### src/rtl/word_unpack_pkg.sv
// Shared encodings and default geometry for the word-to-byte unpack block.
package word_unpack_pkg;

    localparam int SRC_W     = 16;
    localparam int DST_W     = 8;
    localparam int SRC_DEPTH = 16;
    localparam int DST_DEPTH = 32;

    typedef enum logic [3:0] {
        ST_IDLE      = 4'b0001,
        ST_READ_WORD = 4'b0010,
        ST_WRITE_HI  = 4'b0100,
        ST_WRITE_LO  = 4'b1000
    } state_e;

endpackage

### src/rtl/ram_dp_async_read.sv
// Simple dual-port RAM: synchronous write, combinational read. Contents are not reset.
module ram_dp_async_read #(
    parameter int WIDTH = 8,
    parameter int DEPTH = 16,
    parameter int AW    = 4
) (
    input  logic             clk,
    input  logic             we,
    input  logic [AW-1:0]    wr_addr,
    input  logic [WIDTH-1:0] wr_data,
    input  logic [AW-1:0]    rd_addr,
    output logic [WIDTH-1:0] rd_data
);

    logic [WIDTH-1:0] mem [DEPTH];

    always_ff @(posedge clk) begin
        if (we) begin
            mem[wr_addr] <= wr_data;
        end
    end

    assign rd_data = mem[rd_addr];

endmodule

### src/rtl/word_unpack_ctrl.sv
// Unpack sequencer: reads one source word, then writes its upper and lower bytes.
module word_unpack_ctrl
    import word_unpack_pkg::*;
#(
    parameter int N_WORDS = 16,
    parameter int AW_W    = 4,
    parameter int AW_B    = 5
) (
    input  logic               clk,
    input  logic               rst_n,
    input  logic               op_mode,
    input  logic [SRC_W-1:0]   src_rd_data,
    output logic [AW_W-1:0]    src_rd_addr,
    output logic               dst_we,
    output logic [AW_B-1:0]    dst_addr,
    output logic [DST_W-1:0]   dst_wdata,
    output logic               busy,
    output logic               done
);

    state_e             state_q, state_d;
    logic [AW_W-1:0]    wptr_q, wptr_d;
    logic [SRC_W-1:0]   word_q, word_d;
    logic               done_q, done_d;
    logic               last_word;

    assign last_word = (wptr_q == AW_W'(N_WORDS - 1));

    always_ff @(posedge clk or negedge rst_n) begin
        if (!rst_n) begin
            state_q <= ST_IDLE;
            wptr_q  <= '0;
            word_q  <= '0;
            done_q  <= 1'b0;
        end else begin
            state_q <= state_d;
            wptr_q  <= wptr_d;
            word_q  <= word_d;
            done_q  <= done_d;
        end
    end

    always_comb begin
        state_d = ST_IDLE;
        wptr_d  = wptr_q;
        word_d  = word_q;
        done_d  = done_q;
        case (state_q)
            ST_IDLE: begin
                if (op_mode) begin
                    state_d = ST_READ_WORD;
                    done_d  = 1'b0;
                end
            end
            ST_READ_WORD: begin
                word_d  = src_rd_data;
                state_d = ST_WRITE_HI;
            end
            ST_WRITE_HI: state_d = ST_WRITE_LO;
            ST_WRITE_LO: begin
                // wptr wraps explicitly so it never reaches unused addresses
                if (last_word) begin
                    wptr_d  = '0;
                    done_d  = 1'b1;
                    state_d = ST_IDLE;
                end else begin
                    wptr_d  = wptr_q + AW_W'(1);
                    state_d = ST_READ_WORD;
                end
            end
            default: state_d = ST_IDLE;
        endcase
    end

    always_comb begin
        src_rd_addr = '0;
        dst_we      = 1'b0;
        dst_addr    = '0;
        dst_wdata   = '0;
        case (state_q)
            ST_READ_WORD: src_rd_addr = wptr_q;
            ST_WRITE_HI: begin
                dst_we    = 1'b1;
                dst_addr  = {wptr_q, 1'b0};
                dst_wdata = word_q[15:8];
            end
            ST_WRITE_LO: begin
                dst_we    = 1'b1;
                dst_addr  = {wptr_q, 1'b1};
                dst_wdata = word_q[7:0];
            end
            default: ;
        endcase
    end

    assign busy = (state_q != ST_IDLE);
    assign done = done_q;

endmodule

### src/rtl/word_unpack_fsm.sv
// Top level: host-loaded word RAM, unpack controller, host-readable byte RAM.
module word_unpack_fsm
    import word_unpack_pkg::*;
#(
    parameter int N_WORDS = 16,
    parameter int AW_W    = 4,
    parameter int AW_B    = 5
) (
    input  logic             clk,
    input  logic             rst_n,
    input  logic [15:0]      data_wr,
    input  logic             wr_en,
    input  logic [AW_W-1:0]  wr_add,
    input  logic             op_mode,
    input  logic [AW_B-1:0]  rd_add,
    output logic [7:0]       data_out,
    output logic             busy,
    output logic             done
);

    logic [AW_W-1:0]  src_rd_addr;
    logic [SRC_W-1:0] src_rd_data;
    logic             dst_we;
    logic [AW_B-1:0]  dst_addr;
    logic [DST_W-1:0] dst_wdata;

    ram_dp_async_read #(.WIDTH(SRC_W), .DEPTH(N_WORDS), .AW(AW_W)) u_src_ram (
        .clk     (clk),
        .we      (wr_en),
        .wr_addr (wr_add),
        .wr_data (data_wr),
        .rd_addr (src_rd_addr),
        .rd_data (src_rd_data)
    );

    word_unpack_ctrl #(.N_WORDS(N_WORDS), .AW_W(AW_W), .AW_B(AW_B)) u_ctrl (
        .clk         (clk),
        .rst_n       (rst_n),
        .op_mode     (op_mode),
        .src_rd_data (src_rd_data),
        .src_rd_addr (src_rd_addr),
        .dst_we      (dst_we),
        .dst_addr    (dst_addr),
        .dst_wdata   (dst_wdata),
        .busy        (busy),
        .done        (done)
    );

    ram_dp_async_read #(.WIDTH(DST_W), .DEPTH(2 * N_WORDS), .AW(AW_B)) u_dst_ram (
        .clk     (clk),
        .we      (dst_we),
        .wr_addr (dst_addr),
        .wr_data (dst_wdata),
        .rd_addr (rd_add),
        .rd_data (data_out)
    );

endmodule

### config.mk
export PLATFORM = sky130hd
export DESIGN_NAME = word_unpack_fsm
export DESIGN_NICKNAME = d
export VERILOG_FILES = /design/src/rtl/word_unpack_pkg.sv /design/src/rtl/ram_dp_async_read.sv /design/src/rtl/word_unpack_ctrl.sv /design/src/rtl/word_unpack_fsm.sv
export SDC_FILE = /design/constraint.sdc
export NUM_CORES = 1
export LEC_CHECK = 0
export CAP_MARGIN = 20
export CORE_MARGIN = 3
export CORE_UTILIZATION = 25
export DETAILED_ROUTE_END_ITERATION = 10
export GPL_TIMING_DRIVEN = 0
export PLACE_DENSITY = 0.5
export RECOVER_POWER = 50
export REMOVE_ABC_BUFFERS = 1
export SLEW_MARGIN = 20
export SYNTH_ARGS = -nofsm -noshare
export SYNTH_HDL_FRONTEND = slang
export SYNTH_SLANG_ARGS = --single-unit
### constraint.sdc
create_clock -name clk -period 6 [get_ports clk]
set_input_delay 1.2 -clock clk [delete_from_list [all_inputs] [get_ports clk]]
set_output_delay 1.2 -clock clk [all_outputs]
set_load 0.01 [all_outputs]
==> results of run 1 <==
==> layer usage <==
layer	GRT usage [%]	part of all wire (%)	wire, µm
met2	17.31	46	22260
met1	16.47	48	23330
met4	2.374	1.7	824
met5	0	0	0
met3	2.081	5.0	2438
==> final cells by class <==
type / instances / area (µm²) / share of cell area (%)
Timing Repair Buffer: 64 / 770.7 / 3.156
Multi-Input combinational cell: 457 / 4677 / 19.15
Tap cell: 1070 / 1339 / 5.481
Sequential cell: 537 / 16010 / 65.53
Clock inverter: 15 / 117.6 / 0.4815
Inverter: 2 / 7.507 / 0.03074
Antenna cell: 4 / 10.01 / 0.04098
Clock buffer: 77 / 1496 / 6.127
==> worst min-delay path, stage by stage (launching register included) <==
cell and delay, ns:
dfrtp_1 0.34, nand2_1 0.05, o211ai_1 0.08
==> kinds of logic (layout without fill, tap and decap cells) <==
group | after synthesis | count (layout)
other | 0 | 4
buffers and inverters | 70 | 158
multiplexers | 155 | 155
XOR/XNOR | 1 | 1
flip-flops | 537 | 537
adder cells (fa/ha/maj) | 1 | 1
AND/OR/NAND/NOR | 139 | 139
AO/OA/AOI/OAI | 161 | 161
==> path summary, 6_finish.rpt <==
check / endpoint / cells past startpoint / slack [ns]
max in group asynchronous: u_ctrl.wptr_q[0] / 2 / 3.73
worst min register to register: u_ctrl.word_q[14] / 2 / 0.51
worst max register to register: u_dst_ram.mem[5][2] / 3 / 1.53
worst min-delay path: u_ctrl.word_q[14] / 2 / 0.51
min in group asynchronous: u_ctrl.word_q[7] / 1 / 0.58
worst max-delay path: data_out[6] / 6 / 1.0
==> cell usage in the layout, fill, tap and decap left out, types with 15 or more instances in the layout <==
master / n
a211oi_1: 16
clkbuf_16: 53
dlygate4sd3_1: 17
nand2_1: 29
mux4_2: 81
dfrtp_1: 22
nor2_1: 35
clkbuf_1: 20
o22ai_1: 16
a21oi_1: 33
a221o_1: 31
mux2_2: 72
a22oi_1: 15
o2bb2ai_1: 16
edfxtp_1: 512
nor2b_1: 17
clkdlybuf4s50_1: 17
==> state kept, by name, indices dropped and copies added (netlist names) <==
signal,count
u_ctrl.done,1
u_ctrl.state_q,4
u_ctrl.word_q,16
u_src_ram.mem,256
u_ctrl.wptr_q,4
u_dst_ram.mem,256
==> per-stage QoR <==
stage / hold WS, ns / total power [µW] / TNS, ns / util, %
3_5_place_dp: 0.4979 / 4460 / 0 / 27.74
4_1_cts: 0.4906 / 7586 / 0 / 29.70
5_1_grt: 0.5326 / 7759 / 0 / 29.59
3_3_place_gp: 0.4911 / 4457 / -87.31 / 27.04
6_report: 0.5093 / 7510 / 0 / 29.60
2_1_floorplan: 0.4701 / 4307 / 0 / -
==> where the power goes <==
group	leakage [µW]	internal (µW)	switching (µW)	total, µW
Sequential	0.00498	4110	10.8	4120
Combinational	0.00171	112	132	244
Clock	0.000795	1800	1350	3140
Total	0.00749	6020	1490	7510
==> synth_stat cells, types with 2 or more instances <==
library cell	instances
edfxtp_1	512
mux4_2	81
mux2_2	72
nor2_1	48
a21oi_1	33
a221o_1	31
clkbuf_1	31
nand2_1	29
dfrtp_1	24
buf_2	18
nor2b_1	18
a211oi_1	16
o22ai_1	16
o2bb2ai_1	16
a22oi_1	15
o211ai_1	14
or4_1	14
buf_1	12
a22o_1	9
buf_4	6
nand2b_1	6
nand3_1	6
nor3_1	5
nand3b_1	4
a21o_1	2
and2_1	2
mux2i_1	2
nor4_1	2
o21ai_0	2
o21ai_1	2
==> results_dict.tcl, run 1 <==
set metrics [dict create \
    status "complete, but fails checks" \
    violations "max-capacitance violations, max-slew violations" \
    timing_worst_setup_path_type "input port to primary output" \
    cp_max_fo 43 \
    powerDensity_nw_per_um2 307.5 \
    avgRoutedWirePerCell_um 21.94 \
    cts_num_sinks 537 \
    dr_total_vias 10230 \
    yosys.area.top_type "edfxtp_1" \
    ir_drop_uv 221.5 \
    dpl.cell_count 2130 \
    die_height_um 295.1 \
    critPathMaxStageDelay_ns 0.62 \
    synth_ff_type "edfxtp_1" \
    clockBufferDepth 3 \
    setup_viol 0 \
    placed_area_um2 22890 \
    area_delta_synth_final_pct 16.87 \
    track_usage_pct 11.20 \
    path_clk_slew_ns 0.06 \
    final.min_clock_period_ns 5.004 \
    cts_resized 0 \
    path_cells "buf_6, buf_16, mux4_2, mux4_2, mux2_2, clkdlybuf4s50_1" \
    cpMostUsedCell "mux4_2" \
    fill_cells 8081 \
    rsz0062_at_grt "no" \
    setup_ws_ns 0.9960 \
    cp-start-kind "input port" \
    synth_cells 1064 \
    synth_top_family_by_area "multiplexers" \
    min_period_over_period_pct 83.40 \
    synth_edf_count 512 \
    syn_avg_cell_area_um2 19.64 \
    drtIter0Drc 767 \
    worstSetupStartpoint "rd_add[0]" \
    hp-start "u_ctrl.word_q[14]" \
    maxCapViolCount 2 \
    synth-adder-area-share_pct 0.05987 \
    ys_warn_count 0 \
    cts_hold_buf 0 \
    crit_family "multiplexers" \
    critPathCaptureType "primary output" \
    worst_ep_arrival_time_ns 3.80 \
    drive_above_1_share_pct 23.61 \
    relSlewSlack_pct -50.89 \
    grt_pass1_vias 10450 \
    die_w_um 295.1 \
    finish.instance_area_um2 24420 \
    synth_compound_area_share_pct 5.771 \
    antenna_found_initial 3 \
    netlist_area_um2 20900 \
    synth-xor-area-share_pct 0.04191 \
    grt_pass1_wl_mm 72.33 \
    cts_tree "done" \
    gr-total-overflow 0 \
    slew_viol_final 57 \
    cts_root_buffer "clkbuf_16" \
    routed_wl_mm 48.85 \
    numPortBuffers 38 \
    ant_nets 0 \
    ios 39 \
    synth_mux_area_share_pct 12.70 \
    place_hpwl_mm 29.21 \
    drt_pass1_iterations 5 \
    start_util_pct 25.33 \
    worstMarginPinSlew_ns 2.263 \
    htreeDepth 2 \
    place.gp.congestion 0.7011 \
    leakage_uw 0.007486 \
    rows 105 \
    yosys-top-cells-area "edfxtp_1 74%, mux4_2 8.7%, mux2_2 3.9%" \
    hold_violations 0 \
    grt_max_degree 55 \
    yosys.area.top_type_share_pct 73.57 \
    clock_skew_ns 0.01393 \
    required_ns 4.80 \
    critical-path-slowest-cell "mux4_2" \
    synthArstFlopShare_pct 4.655 \
    die-area_um2 87100 \
    drc 0 \
    dp_slack_ns 0.9262 \
    synth-simple-area-share_pct 3.347 \
    core_um2 82500 \
    synth-seq-area-share_pct 76.57 \
    r2r-start "u_ctrl.wptr_q[1]" \
    vias_per_cell 4.594 \
    cts_buffers 50 \
    path_buf_inv 3 \
    postCtsSetupRepairBufs 0 \
    finalNetCount 1142 \
    fin_cells 2226 \
    hold_path.class "register to register" \
    ys_types 46 \
    fmaxAchievable_ghz 0.1998 \
    worstSkewPairLatency_ns 0.57 \
    ys_seq_elements 537 \
]
(Power assumes the default switching activity.)
==> run 2: changes to the inputs <==
PLACE_DENSITY = 0.51   (was 0.5)
clock period = 4.25 ns   (was 6 ns; I/O delays follow)
==> results_dict.tcl, run 2 (same netlist as run 1, synthesis figures left out) <==
set metrics [dict create \
    powerDensity_nw_per_um2 442.3 \
    grt_pass1_vias 10450 \
    use_met3_pct 1.923 \
    vias_per_cell 4.586 \
    ant_nets 0 \
    drtIter0Drc 781 \
    cts_num_sinks 537 \
    rows 105 \
    fmaxAchievable_ghz 0.2425 \
    top_usage_layer "met1" \
    start_util_pct 25.33 \
    layout_commonest_cell "edfxtp_1" \
    p_total_uw 10830 \
    cpMostUsedCell "mux4_2" \
    top_regs "u_dst_ram.mem: 256 flops, u_src_ram.mem: 256 flops, u_ctrl.word_q: 16 flops" \
    worst_ep_arrival_time_ns 3.27 \
    finalNetCount 1146 \
    grt_pass1_wl_mm 70.83 \
    antenna_found_initial 4 \
    hold_violations 0 \
    cts_tree "done" \
    gr-total-overflow 0 \
    rsz0062_at_grt "no" \
    dr_total_vias 10220 \
    place_hpwl_mm 28.98 \
    clock_skew_ns 0.01574 \
    cp_max_fo 40 \
    cts_root_buffer "clkbuf_16" \
    drt_pass1_iterations 5 \
    postCtsSetupRepairBufs 0 \
    critPathCaptureType "primary output" \
    core_um2 82500 \
    avgRoutedWirePerCell_um 21.48 \
    die_height_um 295.1 \
    maxCapViolCount 2 \
    clockBufferDepth 3 \
    fill_cells 8037 \
    die_w_um 295.1 \
    drc 0 \
    slew_viol_final 43 \
    area_delta_synth_final_pct 17.15 \
    cp-start-kind "input port" \
    relSlewSlack_pct -20.51 \
    setup_viol 0 \
    track_usage_pct 10.95 \
    critPathMaxStageDelay_ns 0.53 \
    die-area_um2 87100 \
    path_cells "buf_4, buf_16, mux4_2, mux4_2, mux2_2, clkdlybuf4s50_1" \
    violations "max-capacitance violations, max-slew violations" \
    path_clk_slew_ns 0.06 \
    final.min_clock_period_ns 4.123 \
    timing_worst_setup_path_type "input port to primary output" \
    crit_family "multiplexers" \
    worstSkewPairLatency_ns 0.58 \
    leakage_uw 0.007510 \
    path_buf_inv 3 \
    drive_above_1_share_pct 23.51 \
    numPortBuffers 38 \
    cts_buffers 52 \
    grt_use_met1_pct 16.60 \
    htreeDepth 2 \
    worstMarginPinSlew_ns 1.801 \
    dp_slack_ns -0.1445 \
    place.gp.congestion 0.7254 \
    grt_max_degree 56 \
    min_period_over_period_pct 97.01 \
    setup_ws_ns 0.1271 \
    hold_path.class "register to register" \
    tns_ns 0 \
    final_cell_mix "512 x edfxtp_1, 81 x mux4_2, 72 x mux2_2" \
    grtUsageMet2_pct 16.46 \
    required_ns 3.40 \
    ios 39 \
    ir_drop_uv 268.0 \
    status "complete, but fails checks" \
    routed_wl_mm 47.87 \
    cts_hold_buf 0 \
    critical-path-slowest-cell "mux4_2" \
]
-- run 2: changes by cell type in the layout (fill, tap and decap cells not counted), sizes merged --
cell and delta:
clkinv +4, dlygate4sd3 +1, clkbuf -1, clkdlybuf4s50 -1, clkinvlp +2, diode -3
buf -3, bufinv +3
-- run 2: cell type report --
cell class / count / area [µm²] / area share [%]
Sequential cell: 537 / 16010 / 65.39
Clock inverter: 24 / 256.5 / 1.048
Inverter: 2 / 7.507 / 0.03066
Tap cell: 1070 / 1339 / 5.468
Antenna cell: 1 / 2.502 / 0.01022
Timing Repair Buffer: 66 / 745.7 / 3.046
Clock buffer: 71 / 1464 / 5.979
Multi-Input combinational cell: 457 / 4658 / 19.03
-- run 2: power by group --
part	switching (µW)	total [µW]	internal (µW)
Combinational	187	345	158
Clock	1950	4660	2710
Sequential	15.5	5820	5810
-- run 2: worst paths after layout --
path,start,to,slack [ns],depth (start not counted)
max in group asynchronous,rst_n,u_ctrl.wptr_q[0],2.18,2
hold reg to reg,u_ctrl.word_q[10],u_ctrl.word_q[10],0.51,2
setup / recovery,rd_add[1],data_out[0],0.13,6
min in group asynchronous,rst_n,u_ctrl.word_q[13],0.82,2
hold / removal,u_ctrl.word_q[10],u_ctrl.word_q[10],0.51,2
setup reg to reg,u_ctrl.state_q[2],u_ctrl.word_q[14],0.94,8
-- run 2: metrics by stage --
stage / util (%) / area (µm²) / instances / hold WS (ns)
3_5_place_dp: 27.68 / 22840 / 2131 / 0.5008
2_1_floorplan: - / 20590 / 996 / 0.4701
4_1_cts: 29.82 / 24600 / 2227 / 0.1911
5_1_grt: 29.67 / 24480 / 2227 / 0.5349
3_3_place_gp: 27.04 / 22310 / 2104 / 0.4946
6_report: 29.68 / 24480 / 2228 / 0.5084
-- run 2: timing repair --
item	CTS	global route
cloned	1	0
resized for setup	2	1
hold endpoints to repair	0	0
endpoints found under the setup margin	8	4
-- run 2: layer usage --
layer  vias up  wire, µm
met4         4       750
li1       4520         -
met5         -        24
met3        71      2592
met1      5366     23250
met2       257     21250
-- run 2: worst min-delay path, stage by stage (launching register included) --
cell	delay, ns
dfrtp_1	0.34
nand2_1	0.05
o211ai_1	0.08
==> run 3: changes to the inputs <==
CORE_ASPECT_RATIO = 0.75   (was unset)
CORE_UTILIZATION = 56   (was 25)
PLACE_DENSITY = 0.87   (was 0.51)
==> results_dict.tcl, run 3 (same netlist as run 1, synthesis figures left out) <==
set metrics [dict create \
    power_switching_uw 2071 \
    htreeDepth 2 \
    final_cell_mix "512 x edfxtp_1, 81 x mux4_2, 72 x mux2_2" \
    required_ns 3.40 \
    timing_worst_setup_path_type "input port to primary output" \
    setup_viol 0 \
    vias_per_cell 6.794 \
    routed_wl_mm 47.93 \
    cts_buffers 49 \
    grt_max_degree 56 \
    ant_nets 0 \
    cts_tree "done" \
    area_delta_synth_final_pct 12.31 \
    min_period_over_period_pct 98.60 \
    status "complete, but fails checks" \
    cts_num_sinks 537 \
    drive_above_1_share_pct 22.59 \
    cts_root_buffer "clkbuf_16" \
    dr_total_vias 11190 \
    hold_violations 0 \
    p_total_uw 10310 \
    grt_pass1_vias 11110 \
    finalNetCount 1147 \
    antenna_found_initial 0 \
    n_antenna_cell 0 \
    top_regs "u_dst_ram.mem: 256 flops, u_src_ram.mem: 256 flops, u_ctrl.word_q: 16 flops" \
    p_seq_share_pct 56.5 \
    cp_max_fo 24 \
    maxCapViolCount 1 \
    power_frac_comb_pct 3.4 \
    die-area_um2 39700 \
    fmaxAchievable_ghz 0.2386 \
    drt_pass1_iterations 5 \
    layout_commonest_cell "edfxtp_1" \
    drtIter0Drc 1962 \
    gr-total-overflow 0 \
    hold_path.class "register to register" \
    clock_skew_ns 0.02081 \
    p_int_uw 8239 \
    critPathCaptureType "primary output" \
    path_clk_slew_ns 0.06 \
    relSlewSlack_pct -12.85 \
    place_hpwl_mm 27.59 \
    ir_drop_uv 350.8 \
    swShare_pct 20.09 \
    die_w_um 229.1 \
    place.gp.congestion 0.8191 \
    worstSkewPairLatency_ns 0.58 \
    rsz0062_at_grt "no" \
    fill_cells 2254 \
    rows 60 \
    worstMarginPinSlew_ns 1.693 \
    clockBufferDepth 3 \
    core_um2 36330 \
    drc 0 \
    track_usage_pct 24.07 \
    grt_pass1_wl_mm 71.57 \
    numPortBuffers 38 \
    power.share.clock_pct 40.1 \
    cp-start-kind "input port" \
    start_util_pct 57.52 \
    avgRoutedWirePerCell_um 29.10 \
    powerDensity_nw_per_um2 439.3 \
    ios 39 \
    violations "max-capacitance violations, max-slew violations" \
    final.min_clock_period_ns 4.191 \
    worst_ep_arrival_time_ns 3.34 \
    die_height_um 173.3 \
    holdWs_ns 0.5154 \
    slew_viol_final 26 \
    leakage_uw 0.007397 \
]
==> run 3: stage by stage <==
stage | TNS, ns | instances | setup slack [ns] | instance area, µm² | util (%)
3_5_place_dp | -0.3891 | 1561 | -0.06064 | 22120 | 60.87
3_3_place_gp | -315.05 | 1530 | -3.507 | 21590 | 59.42
5_1_grt | 0 | 1647 | 0.006959 | 23470 | 64.60
2_1_floorplan | 0 | 996 | 0.2975 | 20590 | -
4_1_cts | 0 | 1647 | 0.005574 | 23620 | 65.01
6_report | 0 | 1647 | 0.05937 | 23470 | 64.60
==> run 3: cell type report <==
type                    count  area, µm²  share of cell area [%]
inverters                   2      7.507                 0.03198
repair buffers             70      744.5                   3.172
clock buffers              63       1341                   5.715
flip-flops and latches    537      16010                   68.20
clock inverters            22      128.9                  0.5491
multi-input cells         457       4621                   19.69
well taps                 496      620.6                   2.644
==> run 3: final timing paths <==
path                                endpoint              start  slack [ns]  cells after the start
min                         u_ctrl.word_q[0]   u_ctrl.word_q[0]        0.52                      2
max                              data_out[6]          rd_add[0]        0.06                      6
max in group asynchronous   u_ctrl.wptr_q[0]              rst_n        2.32                      1
min in group asynchronous   u_ctrl.word_q[4]              rst_n        0.71                      1
min reg2reg                 u_ctrl.word_q[0]   u_ctrl.word_q[0]        0.52                      2
max reg2reg                u_ctrl.word_q[13]  u_ctrl.state_q[0]        0.93                      7
==> run 3: repair_timing <==
item / in CTS / in global routing
gates cloned: 1 / 0
endpoints found under the setup margin: 8 / 7
setup buffers: 0 / 0
hold buffers: 0 / 0
gates resized for setup: 2 / 1
==> run 3: per-layer routing <==
metal  track usage, %  vias to the layer above  share of wire (%)
met1            36.07                     5701                 38
met5                0                        -                  0
li1                 -                     4493                  -
met4            5.930                        0                2.1
met2            37.09                      893                 47
met3            4.944                      102                 12
==> run 3: worst max-delay path: stages <==
cell and delay, ns:
buf_8 0.27, buf_16 0.25, mux4_2 0.58, mux4_2 0.54, mux2_2 0.30, clkdlybuf4s50_1 0.51
==> run 3: power by group through the flow <==
stage          clock network (µW)  logic [µW]  registers, µW
2_1_floorplan                   0         149           5930
4_1_cts                      4150         355           5830
3_5_place_dp                    0         341           5940
6_report                     4140         346           5830
3_3_place_gp                    0         333           5930
5_1_grt                      4360         363           5830
